[src/rtl/hyperbus_tf_splitter.sv]
// hyperbus_tf_splitter
// Splits one HyperBus transfer into chunks. A chunk never exceeds the configured
// maximum burst, never crosses a 2^BoundaryLog2-byte row boundary, and is routed
// to the chip selected by the address bits just above cfg_addr_mask_msb_i.
// Each chunk carries its chip select, chip-local address and the 48-bit CA word.
//
// Handshakes: both interfaces use valid/ready. A beat transfers on the rising
// clock edge where valid and ready are both high. Once valid is asserted, the
// producer holds valid and all payload signals stable until that edge.
// tf_ready_o is high only in IDLE. chunk_valid_o is high only in EMIT.
// busy_o exposes the FSM state (low = IDLE, high = EMIT).
module hyperbus_tf_splitter #(
  parameter int AddrWidth    = 32,
  parameter int BurstWidth   = 15,
  parameter int NumChips     = 2,
  parameter int BoundaryLog2 = 10
) (
  input  logic                  clk_i,
  input  logic                  rst_i,
  input  logic [15:0]           cfg_max_words_i,
  input  logic [4:0]            cfg_addr_mask_msb_i,
  input  logic                  tf_valid_i,
  output logic                  tf_ready_o,
  input  logic                  tf_write_i,
  input  logic [BurstWidth-1:0] tf_burst_i,
  input  logic                  tf_burst_type_i,
  input  logic                  tf_addr_space_i,
  input  logic [AddrWidth-1:0]  tf_addr_i,
  output logic                  chunk_valid_o,
  input  logic                  chunk_ready_i,
  output logic                  chunk_write_o,
  output logic                  chunk_burst_type_o,
  output logic                  chunk_addr_space_o,
  output logic [BurstWidth-1:0] chunk_burst_o,
  output logic [AddrWidth-1:0]  chunk_addr_o,
  output logic [NumChips-1:0]   chunk_cs_o,
  output logic                  chunk_last_o,
  output logic [47:0]           chunk_ca_o,
  output logic                  busy_o
);

  localparam int CsWidth = (NumChips > 1) ? $clog2(NumChips) : 1;

  typedef enum logic {
    IDLE = 1'b0,
    EMIT = 1'b1
  } state_e;

  state_e state_q, state_d;

  // Latched transfer and configuration (cfg is frozen for the whole transfer)
  logic                  write_q;
  logic                  burst_type_q;
  logic                  addr_space_q;
  logic [AddrWidth-1:0]  addr_q;
  logic [BurstWidth-1:0] rem_q;
  logic [15:0]           max_q;
  logic [4:0]            mask_msb_q;

  // Derived per-chunk values
  logic                  emit;
  logic                  accept;
  logic                  chunk_fire;
  logic [16:0]           btb_words;
  logic [BurstWidth-1:0] len;
  logic                  last_int;
  logic [5:0]            shamt;
  logic [AddrWidth-1:0]  addr_mask;
  logic [AddrWidth-1:0]  local_addr;
  logic [CsWidth-1:0]    cs_idx;
  logic [NumChips-1:0]   cs_dec;
  logic [31:0]           wa;
  logic [47:0]           ca;

  assign emit       = (state_q == EMIT);
  assign tf_ready_o = (state_q == IDLE);
  assign accept     = tf_valid_i & tf_ready_o;
  assign chunk_fire = emit & chunk_ready_i;
  assign busy_o     = emit;

  // State register
  always_ff @(posedge clk_i) begin
    if (rst_i) begin
      state_q <= IDLE;
    end else begin
      state_q <= state_d;
    end
  end

  // Next-state: IDLE accepts one transfer, EMIT walks its chunks until the last one is taken
  always_comb begin
    state_d = state_q;
    case (state_q)
      IDLE: begin
        if (accept) begin
          state_d = EMIT;
        end
      end
      EMIT: begin
        if (chunk_ready_i && last_int) begin
          state_d = IDLE;
        end
      end
      default: state_d = IDLE;
    endcase
  end

  // Transfer latch on accept; advance address and remaining count after each non-final chunk
  always_ff @(posedge clk_i) begin
    if (rst_i) begin
      write_q      <= 1'b0;
      burst_type_q <= 1'b0;
      addr_space_q <= 1'b0;
      addr_q       <= '0;
      rem_q        <= '0;
      max_q        <= '0;
      mask_msb_q   <= '0;
    end else if (accept) begin
      write_q      <= tf_write_i;
      burst_type_q <= tf_burst_type_i;
      addr_space_q <= tf_addr_space_i;
      // Bursts are word-aligned, so the byte-select bit is dropped.
      addr_q       <= tf_addr_i & ~AddrWidth'(1);
      rem_q        <= (tf_burst_i == '0) ? BurstWidth'(1) : tf_burst_i;
      max_q        <= cfg_max_words_i;
      mask_msb_q   <= cfg_addr_mask_msb_i;
    end else if (chunk_fire && !last_int) begin
      addr_q <= addr_q + (AddrWidth'(len) << 1);
      rem_q  <= rem_q - len;
    end
  end

  // Chunk length: the smallest of remaining words, max words and words to the row boundary.
  // Compared at 17 bits so the 16-bit max and the boundary distance never overflow.
  always_comb begin
    btb_words = ((17'd1 << BoundaryLog2) - 17'(addr_q[BoundaryLog2-1:0])) >> 1;
    len       = rem_q;
    // Wrapped bursts and register accesses go out whole.
    if (burst_type_q && !addr_space_q) begin
      if ((max_q != 16'd0) && (17'(max_q) < 17'(len))) begin
        len = BurstWidth'(max_q);
      end
      if (btb_words < 17'(len)) begin
        len = BurstWidth'(btb_words);
      end
    end
    last_int = (len == rem_q);
  end

  // Chip-select decode, chip-local address and CA word for the current chunk
  always_comb begin
    shamt      = {1'b0, mask_msb_q} + 6'd1;
    addr_mask  = ~({AddrWidth{1'b1}} << shamt);
    local_addr = addr_q & addr_mask;
    cs_idx     = CsWidth'(addr_q >> shamt);
    if (NumChips == 1) begin
      cs_dec = '1;
    end else begin
      cs_dec = NumChips'(1) << cs_idx;
    end
    wa = 32'(local_addr >> 1);
    ca = {~write_q, addr_space_q, burst_type_q, wa[31:3], 13'd0, wa[2:0]};
  end

  // Chunk outputs are held at zero outside EMIT
  always_comb begin
    chunk_valid_o      = emit;
    chunk_write_o      = emit & write_q;
    chunk_burst_type_o = emit & burst_type_q;
    chunk_addr_space_o = emit & addr_space_q;
    chunk_burst_o      = emit ? len : '0;
    chunk_addr_o       = emit ? local_addr : '0;
    chunk_cs_o         = emit ? cs_dec : '0;
    chunk_last_o       = emit & last_int;
    chunk_ca_o         = emit ? ca : '0;
  end

endmodule

[config.mk]
export PLATFORM = sky130hd
export DESIGN_NAME = hyperbus_tf_splitter
export DESIGN_NICKNAME = d
export VERILOG_FILES = /design/src/rtl/hyperbus_tf_splitter.sv
export SDC_FILE = /design/constraint.sdc
export NUM_CORES = 1
export LEC_CHECK = 0
export ABC_CLOCK_PERIOD_IN_PS = 11900
export CAP_MARGIN = 0
export CORE_UTILIZATION = 54
export CTS_CLUSTER_DIAMETER = 100
export DETAILED_ROUTE_END_ITERATION = 12
export GPL_TIMING_DRIVEN = 0
export PLACE_DENSITY = 0.95
export SYNTH_ARGS = -nofsm -noshare
export SYNTH_HDL_FRONTEND = slang
export SYNTH_SLANG_ARGS = --single-unit
[constraint.sdc]
create_clock -name clk_i -period 11.9 [get_ports clk_i]
set_input_delay 1.785 -clock clk_i [delete_from_list [all_inputs] [get_ports clk_i]]
set_output_delay 1.785 -clock clk_i [all_outputs]
set_load 0.02 [all_outputs]
==> impl_metrics.py, run 1 <==
metrics = {
    "run_status": {
        "status": "completed",
    },
    "setup_path": {
        "worstSetupEndpointType": "output pin",
        "cp-start-kind": "flip-flop",
        "path_max_fanout": 10,
        "critPathArrivalTime_ns": 6.86,
        "cp_top_family": "simple AND/OR/NAND/NOR gates",
        "path_common_cell": "ha_1",
        "max_stage_delay_ns": 0.69,
        "cp_num_buf_inv": 5,
        "critPathKind": "reg2out",
        "crit_chain": "inv_1 -> ha_1 -> a21o_1 -> a211oi_1 -> o211ai_1 -> or3_1 -> buf_6 -> buf_2 -> mux2i_1 -> ha_1 -> nand2_1 -> o21ai_0 -> o211ai_1 -> a221oi_1 -> mux2i_4 -> nor2_8 -> buf_12 -> nor3_2 -> or3_1 -> ha_1 -> and4_1 -> nand3_1 -> nor4_1 -> clkdlybuf4s50_1",
        "required_ns": 10.12,
        "crit_path_top_delay_cell": "clkdlybuf4s50_1",
    },
    "run": {
        "maxCapViolCount": 0,
    },
    "cells_and_area": {
        "nets": 1244,
        "syn_to_final_growth_pct": 31.7,
        "insertedDiodeCount": 0,
        "nFillCells": 982,
        "utilization": 0.742,
        "fin_cells": 1281,
        "drive_above_1_share": 0.0854,
    },
    "routing": {
        "wire_per_inst_um": 19.7,
        "via_per_inst": 6.25,
        "drt-initial-drc-count": 1053,
        "vias": 8006,
        "antenna_left": 0,
        "drt-total-wl_um": 25200,
        "route.detailed.drc": 0,
        "dr.pass1.iters": 7,
    },
    "global_routing": {
        "grtUsageTotal": 0.382,
        "grt.met1_usage": 0.489,
        "met3_usage": 0.0912,
        "grt_pass1_vias": 7483,
        "top_usage_layer": "met2",
        "grt_use_met2": 0.593,
        "grt_max_degree": 13,
        "grt_pass1_wl_um": 38400,
        "antenna_found_initial": 0,
        "grt-ovfl-total": 0,
    },
    "synthesis": {
        "syn_area_mm2": 0.00688,
        "yosysSeqAreaShare": 0.207,
        "ys_warn_count": 0,
        "synth_commonest_cells": "124 x nand2_1, 91 x nor2_1, 71 x dfxtp_1, 60 x a21oi_1, 58 x ha_1",
        "synth-edff-count": 0,
        "synth-compound-area-share": 0.221,
        "synth_top_area_cell": "dfxtp_1",
        "synth_flop_cell": "dfxtp_1",
        "post-synth-top-count-cell": "nand2_1",
        "ys_ff_latch": 71,
        "synth_top_family_by_area": "simple AND/OR/NAND/NOR gates",
        "ys_top_cells_by_area": "dfxtp_1 21%, ha_1 11%, nand2_1 6.8%, buf_4 5.3%, nor2_1 5.0%",
        "synthDistinctLibCells": 63,
        "syn_inst": 923,
        "synth-xor-area-share": 0.0484,
        "synth_top_area_share": 0.207,
        "synth_fa_ha_area_frac": 0.111,
        "synth_mux_area_frac": 0.0557,
        "async_flop_share": 0,
        "synthSimpleGateAreaFrac": 0.252,
        "avgSynthCellArea_um2": 7.45,
    },
    "timing": {
        "tightest_slew_ns": 0.865,
        "period_needed_ns": 8.64,
        "finClkSkew_ns": 0.0110,
        "fmax_ghz": 0.116,
        "maxSlewHeadroom": 0.419,
        "drv_slew": 0,
        "hold_viol": 0,
        "tns_ns": 0,
        "fin_crit_sh": 0.726,
        "final-setup-viol-count": 0,
        "rsz0062_at_grt": "no",
    },
    "floorplanning": {
        "start_util": 0.563,
        "die_width_um": 115,
        "num_io_pins": 179,
        "dieArea_mm2": 0.0132,
        "row_count": 40,
        "core-area_mm2": 0.0122,
        "fp.dieH_um": 115,
    },
    "clock_tree": {
        "post-cts-setup-buffers": 0,
        "clk_pin_slew_ns": 0.07,
        "cts_tree": "yes",
        "holdBufCountCts": 0,
        "cts.sinks": 71,
        "cts-buffers-inserted": 9,
        "cts-htree-levels": 3,
        "clockBufferDepth": 2,
        "clkLatencyLatePin_ns": 0.36,
        "postCtsResizedCells": 0,
        "cts-root-buf": "clkbuf_16",
    },
    "power_and_ir_drop": {
        "static-leakage-power_nw": 3.69,
        "powerDensity_mw_per_mm2": 118,
        "power_w": 0.00107,
        "ir_worst_vdd_mv": 0.0960,
    },
    "worst_hold_path": {
        "hold_class": "reg2reg",
    },
    "placement": {
        "dp_cells": 1266,
        "gp_congestion": 1.03,
        "dp_hpwl_um": 19300,
        "port_buffers": 161,
    },
}
==> power breakdown <==
group | total (W) | switching, W | internal [W]
logic | 0.000484 | 0.000277 | 0.000207
clock network | 0.000290 | 0.000117 | 0.000173
registers | 0.000296 | 0.0000367 | 0.000259
total | 0.00107 | 0.000431 | 0.000639
==> through the flow <==
step	cell area, um^2	hold WS (ns)	setup slack [ns]
floorplan	6930	0.445	4.81
global placement	8750	0.462	3.90
detailed placement	8750	0.465	3.83
CTS	9060	0.474	3.39
global route	9060	0.507	2.91
finish	9060	0.479	3.26
==> tightest hold or removal path: stages (launching register included) <==
cell and delay (ns):
dfxtp_1 0.32, nand2_1 0.06, a21oi_1 0.05
==> cells by family (layout without fill, tap and decap cells) <==
kind of cell / after synthesis / count (layout)
simple gates: 366 / 366
flops: 71 / 71
other cells: 1 / 15
compound gates: 227 / 227
buf+inv: 135 / 311
mux: 25 / 25
fa+ha+maj: 60 / 60
xor+xnor: 38 / 38
==> per-layer routing <==
| metal | vias up | part of all wire |
|---|---|---|
| li1 | 3637 | - |
| met1 | 3654 | 0.38 |
| met2 | 602 | 0.44 |
| met3 | 113 | 0.13 |
| met4 | 0 | 0.046 |
| met5 | - | 0 |
==> path summary, 6_finish.rpt <==
kind / startpoint / endpoint / slack (ns) / depth (start not counted)
worst max-delay path: rem_q[13] / chunk_last_o / 3.26 / 24
worst min-delay path: write_q / write_q / 0.48 / 2
worst max register to register: rem_q[13] / addr_q[31] / 4.28 / 29
worst min register to register: write_q / write_q / 0.48 / 2
==> state kept, by name (all words and copies together), names as in the netlist <==
name	cells
rem_q	15
burst_type_q	1
addr_q	31
max_q	16
mask_msb_q	5
addr_space_q	1
write_q	1
busy_o	1
==> final cells by class <==
cell class | count | area (um^2) | share of cell area
Multi-Input combinational cell | 731 | 4790 | 0.529
Tap cell | 168 | 210 | 0.0232
Clock inverter | 4 | 53.8 | 0.00594
Inverter | 39 | 146 | 0.0162
Timing Repair Buffer | 161 | 1610 | 0.178
Sequential cell | 71 | 1420 | 0.157
Clock buffer | 11 | 253 | 0.0279
Buffer | 96 | 572 | 0.0631
==> placed cells by master, fill, tap and decap left out, types with 3 or more instances in the layout <==
cell,netlist,final
clkdlybuf4s50_1,0,161
nand2_1,124,124
nor2_1,91,91
dfxtp_1,71,71
a21oi_1,60,60
ha_1,58,58
buf_4,49,49
o21ai_0,41,41
inv_1,38,38
nor3_1,37,37
clkbuf_1,34,34
and3_1,32,32
a211oi_1,28,28
xnor2_1,21,21
nand3_1,17,17
xor2_1,17,17
nor4_1,15,15
or3_1,15,15
a311oi_1,15,15
conb_1,1,15
o211ai_1,14,14
a21o_1,14,14
mux2i_1,12,12
mux4_2,9,9
clkbuf_16,0,9
nor2b_1,8,8
buf_1,8,8
o21a_1,8,8
nor3_2,7,7
and2_1,7,7
a21boi_0,6,6
a31oi_1,6,6
nand4_1,5,5
o31ai_1,4,4
o21bai_1,4,4
a221oi_1,3,3
nand2b_1,3,3
a2111oi_0,3,3
buf_2,3,3
(Power assumes the default switching activity.)
==> run 2: changes to the inputs <==
==> config.mk (replaced) <==
export PLATFORM = sky130hd
export DESIGN_NAME = hyperbus_tf_splitter
export DESIGN_NICKNAME = d
export VERILOG_FILES = /design/src/rtl/hyperbus_tf_splitter.sv
export SDC_FILE = /design/constraint.sdc
export NUM_CORES = 1
export LEC_CHECK = 0
export ABC_CLOCK_PERIOD_IN_PS = 7900
export CAP_MARGIN = 0
export CORE_UTILIZATION = 46
export CTS_CLUSTER_DIAMETER = 100
export DETAILED_ROUTE_END_ITERATION = 12
export GPL_TIMING_DRIVEN = 0
export PLACE_DENSITY = 0.88
export SYNTH_ARGS = -nofsm -noshare
export SYNTH_HDL_FRONTEND = slang
export SYNTH_SLANG_ARGS = --single-unit
==> constraint.sdc (replaced) <==
create_clock -name clk_i -period 7.9 [get_ports clk_i]
set_input_delay 1.185 -clock clk_i [delete_from_list [all_inputs] [get_ports clk_i]]
set_output_delay 1.185 -clock clk_i [all_outputs]
set_load 0.02 [all_outputs]
==> run 2 against run 1 <==
  * Setup slack got worse by 2.8 ns
  * Clock-buffer cell count decreased by 1
  * Clock power increased by 47%
  * Global-route usage decreased by 6.1 points
  * Critical path type unchanged
==> impl_metrics.py, run 2 (synthesis gave the netlist of run 1 again) <==
metrics = {
    "run_status": {
        "status": "completed",
    },
    "clock_tree": {
        "cts-htree-levels": 3,
        "clk_pin_slew_ns": 0.06,
        "post-cts-setup-buffers": 0,
        "cts-buffers-inserted": 9,
        "clockBufferDepth": 2,
        "clkLatencyLatePin_ns": 0.35,
        "cts-root-buf": "clkbuf_16",
        "holdBufCountCts": 0,
        "cts.sinks": 71,
        "cts_tree": "yes",
    },
    "floorplanning": {
        "row_count": 44,
        "fp.dieH_um": 124,
        "start_util": 0.473,
        "die_width_um": 124,
        "core-area_mm2": 0.0145,
        "dieArea_mm2": 0.0154,
        "num_io_pins": 179,
    },
    "setup_path": {
        "critPathArrivalTime_ns": 6.27,
        "rr_worst_depth": 29,
        "critPathKind": "reg2out",
        "worstSetupEndpointType": "output pin",
        "cp-start-kind": "flip-flop",
        "path_max_fanout": 10,
        "required_ns": 6.71,
    },
    "timing": {
        "rsz0062_at_grt": "no",
        "final-setup-viol-count": 0,
        "timing.hold.ws_ns": 0.481,
        "finClkSkew_ns": 0.0101,
        "maxSlewHeadroom": 0.435,
        "hold_viol": 0,
        "tightest_slew_ns": 0.841,
        "drv_slew": 0,
        "fmax_ghz": 0.134,
        "tns_ns": 0,
        "period_needed_ns": 7.46,
        "fin_crit_sh": 0.944,
    },
    "cells_and_area": {
        "largestRegisters": "addr_q: 31 flops, max_q: 16 flops, rem_q: 15 flops",
        "utilization": 0.626,
        "largest_register_ffs": 31,
        "drive_above_1_share": 0.0889,
        "final_common_cell": "clkdlybuf4s50_1",
        "largest_register": "addr_q",
        "nets": 1244,
        "fin_cells": 1298,
        "mostFrequentLayoutCells": "160 x clkdlybuf4s50_1, 124 x nand2_1, 91 x nor2_1",
        "insertedDiodeCount": 0,
        "syn_to_final_growth_pct": 32.2,
    },
    "worst_hold_path": {
        "hold_class": "reg2reg",
        "hold_depth": 2,
    },
    "placement": {
        "dp_hpwl_um": 19800,
        "port_buffers": 161,
        "dp_cells": 1282,
        "gp_congestion": 0.993,
    },
    "run": {
        "maxCapViolCount": 0,
    },
    "power_and_ir_drop": {
        "static-leakage-power_nw": 3.71,
        "powerDensity_mw_per_mm2": 176,
        "pwr-share-seq": 0.279,
        "intPower_w": 0.000949,
        "swShare": 0.406,
        "switching_power_w": 0.000649,
        "power_w": 0.00160,
        "clkPwrFrac": 0.266,
        "p_comb_frac": 0.456,
        "ir_worst_vdd_mv": 0.111,
    },
    "routing": {
        "wire_per_inst_um": 19.3,
        "antenna_left": 0,
        "dr.pass1.iters": 5,
        "vias": 7794,
        "route.detailed.drc": 0,
        "via_per_inst": 6.00,
        "drt-initial-drc-count": 783,
        "drt-total-wl_um": 25100,
    },
    "global_routing": {
        "grtUsageTotal": 0.321,
        "grt_pass1_vias": 7353,
        "grt_max_degree": 14,
        "antenna_found_initial": 0,
        "grt-ovfl-total": 0,
        "grt_pass1_wl_um": 39200,
    },
}
==> run 2: worst max-delay path: stages (launching register included) <==
cell	delay, ns
dfxtp_1	0.35
inv_1	0.10
ha_1	0.31
a21o_1	0.16
a211oi_1	0.25
o211ai_1	0.15
or3_1	0.42
buf_6	0.15
buf_2	0.20
mux2i_1	0.18
ha_1	0.33
a21oi_1	0.07
o21ai_0	0.30
o211ai_1	0.20
a221oi_2	0.37
mux2i_4	0.14
nor2_8	0.21
buf_12	0.16
nor3_2	0.06
or3_1	0.40
ha_1	0.36
and4_1	0.21
nand3_1	0.21
nor4_2	0.34
dlymetal6s2s_1	0.28
==> run 2: final cells by class <==
class                           instances  area [um^2]
Sequential cell                        71         1420
Clock buffer                           10          229
Buffer                                 96          572
Fill cell                            1319         5440
Tap cell                              184          230
Clock inverter                          6         68.8
Inverter                               39          146
Timing Repair Buffer                  161         1610
Multi-Input combinational cell        731         4810
==> run 2: path summary, 6_finish.rpt <==
kind | from | end | slack [ns]
worst max-delay path | rem_q[13] | chunk_last_o | 0.44
worst max register to register | rem_q[13] | addr_q[31] | 0.45
worst min register to register | max_q[13] | max_q[13] | 0.48
worst min-delay path | max_q[13] | max_q[13] | 0.48
==> run 2: repair_timing <==
action / in CTS / in global routing
resized for setup: 1 / 5
cloned: 0 / 0
endpoints found under the setup margin: 1 / 2
==> run 2: metrics by stage <==
stage | instance area [um^2] | worst slack [ns]
3_5_place_dp | 8770 | 0.446
3_3_place_gp | 8770 | 0.401
4_1_cts | 9070 | 0.0662
5_1_grt | 9090 | 0.0211
6_report | 9090 | 0.443
2_1_floorplan | 6930 | 1.41
==> run 2: routing by layer <==
metal | GRT usage | vias to the layer above | part of all wire
met5 | 0 | - | 0
met4 | 0.145 | 0 | 0.041
met3 | 0.0692 | 87 | 0.12
met2 | 0.501 | 497 | 0.44
met1 | 0.421 | 3564 | 0.40
li1 | - | 3646 | -
==> run 2: power by group through the flow <==
stage | Clock, W | Sequential (W) | Combinational (W)
6_report | 0.000425 | 0.000446 | 0.000728
5_1_grt | 0.000436 | 0.000447 | 0.000794
4_1_cts | 0.000424 | 0.000441 | 0.000709
3_5_place_dp | 0 | 0.000449 | 0.000702
3_3_place_gp | 0 | 0.000448 | 0.000693
2_1_floorplan | 0 | 0.000426 | 0.000517
==> run 3: changes to the inputs <==
--- a/config.mk
+++ b/config.mk
@@ -7,11 +7,11 @@
 export LEC_CHECK = 0
 export ABC_CLOCK_PERIOD_IN_PS = 7900
 export CAP_MARGIN = 0
-export CORE_UTILIZATION = 46
+export CORE_UTILIZATION = 35
 export CTS_CLUSTER_DIAMETER = 100
 export DETAILED_ROUTE_END_ITERATION = 12
 export GPL_TIMING_DRIVEN = 0
-export PLACE_DENSITY = 0.88
+export PLACE_DENSITY = 0.72
 export SYNTH_ARGS = -nofsm -noshare
 export SYNTH_HDL_FRONTEND = slang
 export SYNTH_SLANG_ARGS = --single-unit
==> run 3 against run 2 <==
  * Total power increased by 2.2%
  * Sequential share of layout area decreased by 0.22 points
  * Core utilization decreased by 14 points
  * Flip-flop and latch count unchanged
  * Largest power group unchanged
  * Worst hold slack about the same
  * Maximum frequency decreased by 3.2%
  * Global-route usage decreased by 6.1 points
==> impl_metrics.py, run 3 (synthesis gave the netlist of run 1 again) <==
metrics = {
    "placement": {
        "port_buffers": 161,
        "dp_slack_ns": 0.231,
        "gp_congestion": 0.968,
        "placed_cell_area_mm2": 0.00887,
        "dp_cells": 1358,
        "dp_hpwl_um": 20800,
    },
    "timing": {
        "rsz0062_at_grt": "yes",
        "drv_slew": 0,
        "final-setup-viol-count": 0,
        "fmax_ghz": 0.130,
        "hold_viol": 0,
        "tightest_slew_ns": 0.800,
        "maxSlewHeadroom": 0.466,
        "finClkSkew_ns": 0.00988,
        "period_needed_ns": 7.70,
        "setup_ws_ns": 0.196,
        "fin_crit_sh": 0.975,
        "timing.hold.ws_ns": 0.481,
    },
    "routing": {
        "drt-total-wl_um": 26300,
        "route.detailed.drc": 0,
        "via_per_inst": 5.57,
        "wire_per_inst_um": 19.1,
        "antenna_left": 0,
        "vias": 7660,
        "drt-initial-drc-count": 824,
        "dr.pass1.iters": 5,
    },
    "power_and_ir_drop": {
        "ir_worst_vdd_mv": 0.114,
        "power_w": 0.00163,
        "static-leakage-power_nw": 3.71,
        "powerDensity_mw_per_mm2": 177,
    },
    "floorplanning": {
        "core-area_mm2": 0.0190,
        "die_width_um": 142,
        "row_count": 50,
        "start_util": 0.363,
        "fp.dieH_um": 142,
        "dieArea_mm2": 0.0202,
        "num_io_pins": 179,
    },
    "cells_and_area": {
        "largestRegisters": "addr_q: 31 flops, max_q: 16 flops, rem_q: 15 flops",
        "largest_register_ffs": 31,
        "nets": 1244,
        "largest_register": "addr_q",
        "insertedDiodeCount": 0,
        "final_common_cell": "clkdlybuf4s50_1",
        "fin_area_mm2": 0.00921,
        "fin_cells": 1374,
        "drive_above_1_share": 0.0880,
        "mostFrequentLayoutCells": "160 x clkdlybuf4s50_1, 124 x nand2_1, 91 x nor2_1",
        "syn_to_final_growth_pct": 34.0,
    },
    "clock_tree": {
        "cts_tree": "yes",
        "clockBufferDepth": 2,
        "cts-root-buf": "clkbuf_16",
        "cts.sinks": 71,
        "cts-buffers-inserted": 9,
        "post-cts-setup-buffers": 0,
        "cts-htree-levels": 3,
        "clk_pin_slew_ns": 0.06,
        "clkLatencyLatePin_ns": 0.35,
    },
    "setup_path": {
        "worstSetupEndpointType": "output pin",
        "path_max_fanout": 10,
        "reg2reg_slack_ns": 0.53,
        "critPathArrivalTime_ns": 6.52,
        "critPathKind": "reg2out",
        "cp-start-kind": "flip-flop",
        "required_ns": 6.71,
    },
    "global_routing": {
        "grt-ovfl-total": 0,
        "grt_pass1_vias": 7149,
        "antenna_found_initial": 0,
        "grtUsageTotal": 0.260,
        "grt_max_degree": 13,
        "grt_pass1_wl_um": 39800,
    },
    "run_status": {
        "status": "completed",
    },
    "run": {
        "maxCapViolCount": 0,
    },
    "worst_hold_path": {
        "hold_class": "reg2reg",
    },
}
run 3: metal layers:
layer	GRT usage	vias up	routed length [um]
li1	-	3650	-
met1	0.358	3551	11500
met2	0.400	402	11700
met3	0.0373	57	2270
met4	0.115	0	843
met5	0	-	0
run 3: what timing repair did:
item,in CTS,in global routing
endpoints found under the setup margin,1,2
hold buffers,0,0
resized for setup,2,5
gates cloned,0,0
run 3: through the flow:
step | TNS [ns] | util
2_1_floorplan | 0 | -
3_3_place_gp | 0 | 0.468
3_5_place_dp | 0 | 0.468
4_1_cts | 0 | 0.485
5_1_grt | -0.126 | 0.486
6_report | 0 | 0.486
run 3: critical path: stages (launching register included):
cell           delay, ns
dfxtp_1             0.36
inv_1               0.10
ha_1                0.32
a21o_1              0.16
a211oi_1            0.33
o211ai_1            0.15
or3_1               0.41
buf_6               0.15
buf_2               0.21
mux2i_1             0.19
ha_1                0.33
a21oi_1             0.07
o21ai_0             0.29
o211ai_1            0.19
a221oi_2            0.38
mux2i_4             0.15
nor2_8              0.21
buf_12              0.16
nor3_2              0.06
or3_1               0.39
ha_1                0.36
and4_1              0.24
nand3_1             0.24
nor4_4              0.34
dlygate4sd2_1       0.37
run 3: path summary, 6_finish.rpt:
path / endpoint / depth (start not counted) / startpoint
min: max_q[10] / 2 / max_q[10]
max: chunk_last_o / 24 / rem_q[13]
max reg2reg: addr_q[9] / 26 / rem_q[14]
min reg2reg: max_q[10] / 2 / max_q[10]
run 3: final cells by class:
class | count | area (um^2)
plain buffers | 96 | 572
clock buffers | 11 | 233
clock inverters | 5 | 82.6
fillers | 1907 | 9740
inverters | 39 | 146
multi-input cells | 731 | 4820
flip-flops and latches | 71 | 1420
well taps | 260 | 325
repair buffers | 161 | 1610
run 3: where the power goes:
| group | leakage, nW | internal (W) | switching, W | total [W] |
|---|---|---|---|---|
| combinational | 2.97 | 0.000314 | 0.000422 | 0.000736 |
| clock | 0.154 | 0.000278 | 0.000175 | 0.000452 |
| sequential | 0.587 | 0.000390 | 0.0000551 | 0.000445 |
| total | 3.71 | 0.000981 | 0.000652 | 0.00163 |
